[src/rtl/s2_collect_pkg.sv]
// Shared constants for the s2_collect serial word assembler.
// Slot encodings, the full fill mask and a one-hot helper live here.
package s2_collect_pkg;

  localparam logic [1:0] SLOT0     = 2'd0;
  localparam logic [1:0] SLOT1     = 2'd1;
  localparam logic [1:0] SLOT2     = 2'd2;
  localparam logic [1:0] SLOT3     = 2'd3;
  localparam logic [3:0] FILL_FULL = 4'b1111;

  function automatic logic [3:0] slot_onehot(input logic [1:0] idx);
    logic [3:0] oh;
    oh = 4'b0000;
    case (idx)
      SLOT0:   oh = 4'b0001;
      SLOT1:   oh = 4'b0010;
      SLOT2:   oh = 4'b0100;
      default: oh = 4'b1000;
    endcase
    return oh;
  endfunction

endpackage

[src/rtl/s2_slot_dec.sv]
// Combinational slot decoder: the high index bit comes from A1|B1 and the low bit from A0&B0.
// It produces both the binary slot index and its one-hot write enable.
module s2_slot_dec
  import s2_collect_pkg::*;
(
  input  logic       a1_i,
  input  logic       b1_i,
  input  logic       a0_i,
  input  logic       b0_i,
  output logic [1:0] slot_idx_o,
  output logic [3:0] slot_en_o
);

  always_comb begin
    slot_idx_o = {a1_i | b1_i, a0_i & b0_i};
    slot_en_o  = slot_onehot(slot_idx_o);
  end

endmodule

[src/rtl/s2_collect.sv]
// Collects four serial bits into slot-addressed word Q, raising WORD_VALID once every slot is filled.
// Flags the rejected writes: OVERRUN while a word is pending, and DUP_ERR for a repeated slot.
module s2_collect
  import s2_collect_pkg::*;
#(
  parameter bit ALLOW_OVERWRITE = 1'b0
) (
  input  logic       CLK,
  input  logic       CLR,
  input  logic       DIN,
  input  logic       DIN_VALID,
  input  logic       A1,
  input  logic       B1,
  input  logic       A0,
  input  logic       B0,
  input  logic       WORD_ACK,
  output logic [3:0] Q,
  output logic [3:0] FILL,
  output logic       WORD_VALID,
  output logic       OVERRUN,
  output logic       DUP_ERR
);

  logic [1:0] slot_idx;
  logic [3:0] slot_en;

  logic [3:0] q_q, q_d;
  logic [3:0] fill_q, fill_d;
  logic       wv_q, wv_d;
  logic       overrun_q, overrun_d;
  logic       dup_q, dup_d;

  logic [3:0] fill_base;
  logic       accept;
  logic       slot_taken;

  s2_slot_dec u_dec (
    .a1_i       (A1),
    .b1_i       (B1),
    .a0_i       (A0),
    .b0_i       (B0),
    .slot_idx_o (slot_idx),
    .slot_en_o  (slot_en)
  );

  // An ack on a pending word starts a fresh word in the same cycle, so a
  // simultaneous data bit lands in an empty fill mask instead of overrunning.
  always_comb begin
    fill_base  = (wv_q && WORD_ACK) ? 4'b0000 : fill_q;
    accept     = DIN_VALID && (!wv_q || WORD_ACK);
    slot_taken = fill_base[slot_idx];

    q_d       = q_q;
    fill_d    = fill_base;
    dup_d     = 1'b0;
    overrun_d = DIN_VALID && wv_q && !WORD_ACK;

    if (accept) begin
      if (!slot_taken || ALLOW_OVERWRITE) begin
        q_d = (q_q & ~slot_en) | (slot_en & {4{DIN}});
      end
      fill_d = fill_base | slot_en;
      dup_d  = slot_taken && !ALLOW_OVERWRITE;
    end

    wv_d = (fill_d == FILL_FULL);
  end

  always_ff @(posedge CLK or negedge CLR) begin
    if (!CLR) begin
      q_q       <= 4'b0000;
      fill_q    <= 4'b0000;
      wv_q      <= 1'b0;
      overrun_q <= 1'b0;
      dup_q     <= 1'b0;
    end else begin
      q_q       <= q_d;
      fill_q    <= fill_d;
      wv_q      <= wv_d;
      overrun_q <= overrun_d;
      dup_q     <= dup_d;
    end
  end

  assign Q          = q_q;
  assign FILL       = fill_q;
  assign WORD_VALID = wv_q;
  assign OVERRUN    = overrun_q;
  assign DUP_ERR    = dup_q;

endmodule

[config.mk]
export PLATFORM = sky130hd
export DESIGN_NAME = s2_collect
export DESIGN_NICKNAME = d
export VERILOG_FILES = /design/src/rtl/s2_collect_pkg.sv /design/src/rtl/s2_slot_dec.sv /design/src/rtl/s2_collect.sv
export SDC_FILE = /design/constraint.sdc
export NUM_CORES = 1
export LEC_CHECK = 0
export CAP_MARGIN = 20
export CORE_MARGIN = 2
export CORE_UTILIZATION = 42
export CTS_CLUSTER_DIAMETER = 100
export DETAILED_ROUTE_END_ITERATION = 10
export PLACE_DENSITY = 0.75
export SETUP_SLACK_MARGIN = 0.5
export SYNTH_ARGS = -nofsm -noshare
export SYNTH_HDL_FRONTEND = slang
export SYNTH_HIERARCHICAL = 1
export SYNTH_SLANG_ARGS = --single-unit
[constraint.sdc]
create_clock -name CLK -period 1.75 [get_ports CLK]
set_input_delay 0.525 -clock CLK [delete_from_list [all_inputs] [get_ports CLK]]
set_output_delay 0.525 -clock CLK [all_outputs]
set_load 0.05 [all_outputs]
==> run_results.csv <==
group,metric,value,unit
outcome,status,"finished, final reports clean",
critical_path,endpoint_kind,"flip-flop",
power,power.switching,0.912,mW
yosys,syn_area,583,µm²
cts,cts_buffer_depth,2,
timing,fin_crit,1.63,ns
floorplanning,start_util,44.8,%
yosys,syn_avg_cell_area,10.2,µm²
critical_path,cp_slowest_cell,"a22o_4",
critical_path,cp-startpoint,"B0",
critical_path,crit_arrival,1.80,ns
route,antenna_left,0,
critical_path,r2r_cells,4,
global_routing,grt_overflow,0,
cts,path_clk_slew,0.09,ns
critical_path,startpoint_type,"primary input",
global_routing,grt_max_degree,12,
critical_path,path_common_cell,"mux2_4",
timing,worst_pin_slew,0.517,ns
final_layout,regArea,279,µm²
critical_path,path_max_fanout,5,
critical_path,path_buf_inv,1,
cts,cts_sinks,11,
yosys,synth-edff-count,0,
cts,root_buffer,"clkbuf_4",
place,port_buffers,19,
route,routedWlPerCell,18.4,µm
power,power_frac_comb,64.9,%
yosys,synth_flop_cell,"dfrtp_1",
power,pwr-share-seq,25.6,%
yosys,yosys_warnings,6,
final_layout,final_util,85.7,%
final_layout,antenna_cells,0,
yosys,ys_ff_latch,11,
place,post-place-cells,99,
place,place.gp.congestion,0.849,
critical_path,crit_chain,"buf_6 > and2_4 > mux2_4 > a22o_4 > nor2_4 > mux2_4",
power,power_frac_clock,9.5,%
timing,fmax,614,MHz
floorplanning,core,0.00130,mm²
power,p_int,1.12,mW
route,num_vias,649,
power,p_sw_share,44.8,%
cts,cts_hold_buf,0,
floorplanning,die_h,41.3,µm
cts,cts_tree,"built",
final_layout,finalNonFillerCells,109,
route,drc,0,
critical_path,worstPathRequired,1.92,ns
timing,min_period_over_period,93.1,%
final_layout,synthToLayoutAreaGrowth,91.2,%
yosys,syn_nets,66,
floorplanning,rows,13,
final_layout,multi_input_area,393,µm²
critical_path,ff2ff_setup_slack,0.18,ns
timing,slew_violations,0,
min_path,hp-class,"in2async",
power,p_leak,0.494,nW
timing,hold_viol_final,0,
power,powerDensity,1830,mW/mm²
place,dpl.hpwl,1160,µm
cts,cts_buffers,3,
route,drt-vias-per-instance,5.95,
floorplanning,io_pins,20,
route,drtIter0Drc,25,
critical_path,crit_cells,6,
timing,rsz0062_at_grt,"true",
flow_run,maxCapViolCount,0,
route,dr.pass1.iters,4,
power,ir_worst_vdd,1540,µV
yosys,synth_cells,57,
timing,whs,0.578,ns
yosys,ys_types,20,
final_layout,fillers,63,
critical_path,path_class,"in2reg",
floorplanning,die_area,0.00170,mm²
global_routing,grt_pass1_wl,2910,µm
timing,skew,0.00473,ns
route,routed_wl,2010,µm
global_routing,antenna_found_initial,0,
final_layout,nets,104,
critical_path,cp_top_family,"multiplexers",
timing,setup_viol,0,
global_routing,track_usage,28.2,%
cts,clk_latency,0.28,ns
cts,htreeDepth,1,
timing,setup_tns,0,ns
yosys,seq_area_frac_synth,47.2,%
yosys,synth-async-reset-ratio,100,%
critical_path,critPathMaxStageDelay,0.31,ns
critical_path,regToRegStartpoint,"FILL[2]$_DFF_PN0_",
global_routing,grt_pass1_vias,602,
timing,slew_headroom,65.4,%
floorplanning,chipWidth,41.3,µm
final_layout,layout-drive-gt1-share,61.7,%
==> Yosys cell counts, drive strengths merged, types with 2 or more instances <==
cell type / n / area (µm²)
a21oi: 5 / 25.0
nor2: 5 / 18.8
buf: 2 / 10.0
a31oi: 4 / 25.0
nand2b: 5 / 31.3
dfrtp: 11 / 275
mux2: 6 / 71.3
nand3: 8 / 40.0
==> layout by cell type, fill, tap and decap left out <==
cell type	Yosys	final
buf_4	0	16
buf_12	0	9
dfrtp_1	11	8
nand3_1	8	8
mux2_4	1	6
nand2b_1	5	5
a21oi_1	5	4
nor2_4	0	4
dfrtp_2	0	3
clkbuf_4	0	3
buf_6	0	3
a31oi_1	4	2
a31oi_2	0	2
buf_2	2	2
clkdlybuf4s50_1	0	2
inv_1	1	1
nor2_1	5	1
and4_1	1	1
a21boi_2	0	1
a21oi_2	0	1
a22o_4	0	1
and3_1	1	1
clkinv_2	0	1
buf_8	0	1
clkbuf_2	0	1
dlygate4sd2_1	0	1
or2_1	1	1
a211oi_4	0	1
and2_4	0	1
and4bb_2	1	1
o211a_1	1	1
a2bb2oi_2	0	1
==> logic make-up after synthesis <==
family          synth area share (%)
buf+inv                         2.36
flops                           47.2
compound gates                  15.9
simple gates                    22.3
mux                             12.2
==> through the flow <==
step           instance area, µm²  setup slack (ns)  power (mW)
2_1_floorplan                 591          -0.00234        1.00
3_3_place_gp                  950            -0.640        1.59
3_5_place_dp                  950            -0.705        1.61
4_1_cts                      1070             0.149        1.94
5_1_grt                      1110             0.123        2.12
6_report                     1110             0.122        2.04
==> power groups by stage <==
stage / Combinational, mW / Sequential, mW / Clock, mW
global route: 1.37 / 0.535 / 0.209
CTS: 1.24 / 0.513 / 0.195
finish: 1.32 / 0.522 / 0.193
floorplan: 0.183 / 0.822 / 0
detailed placement: 1.09 / 0.514 / 0
global placement: 1.08 / 0.513 / 0
==> how the worst min path moves through the flow <==
stage               startpoint                end  slack [ns]  depth (start not counted)
detailed placement   flip-flop          flip-flop        0.54                          1
floorplan                  CLR  DUP_ERR$_DFF_PN0_        0.23                          0
CTS                  flip-flop          flip-flop        0.57                          1
finish                     CLR          async pin        0.58                          1
global placement     flip-flop          flip-flop        0.54                          1
global route               CLR          async pin        0.62                          1
==> repair_timing <==
action	4_1_cts	5_1_grt
gates resized for setup	39	10
pin swaps	5	4
setup buffers	4	2
cloned	0	0
endpoints found under the setup margin	22	21
==> routing by layer <==
layer / wire length [µm] / vias to the layer above / GRT usage [%]
met3: 132 / 12 / 9.24
li1: - / 282 / -
met4: 62 / 0 / 13.7
met2: 1040 / 41 / 43.8
met5: 0 / - / 0
met1: 776 / 314 / 34.7
==> cell type report <==
| cell class | instances | area share [%] |
|---|---|---|
| repair buffers | 35 | 35.2 |
| clock buffers | 3 | 2.02 |
| inverters | 1 | 0.337 |
| well taps | 15 | 1.68 |
| flip-flops and latches | 11 | 25.0 |
| multi-input cells | 43 | 35.2 |
| clock inverters | 1 | 0.449 |
No activity file was read; power rests on OpenSTA's default activity.
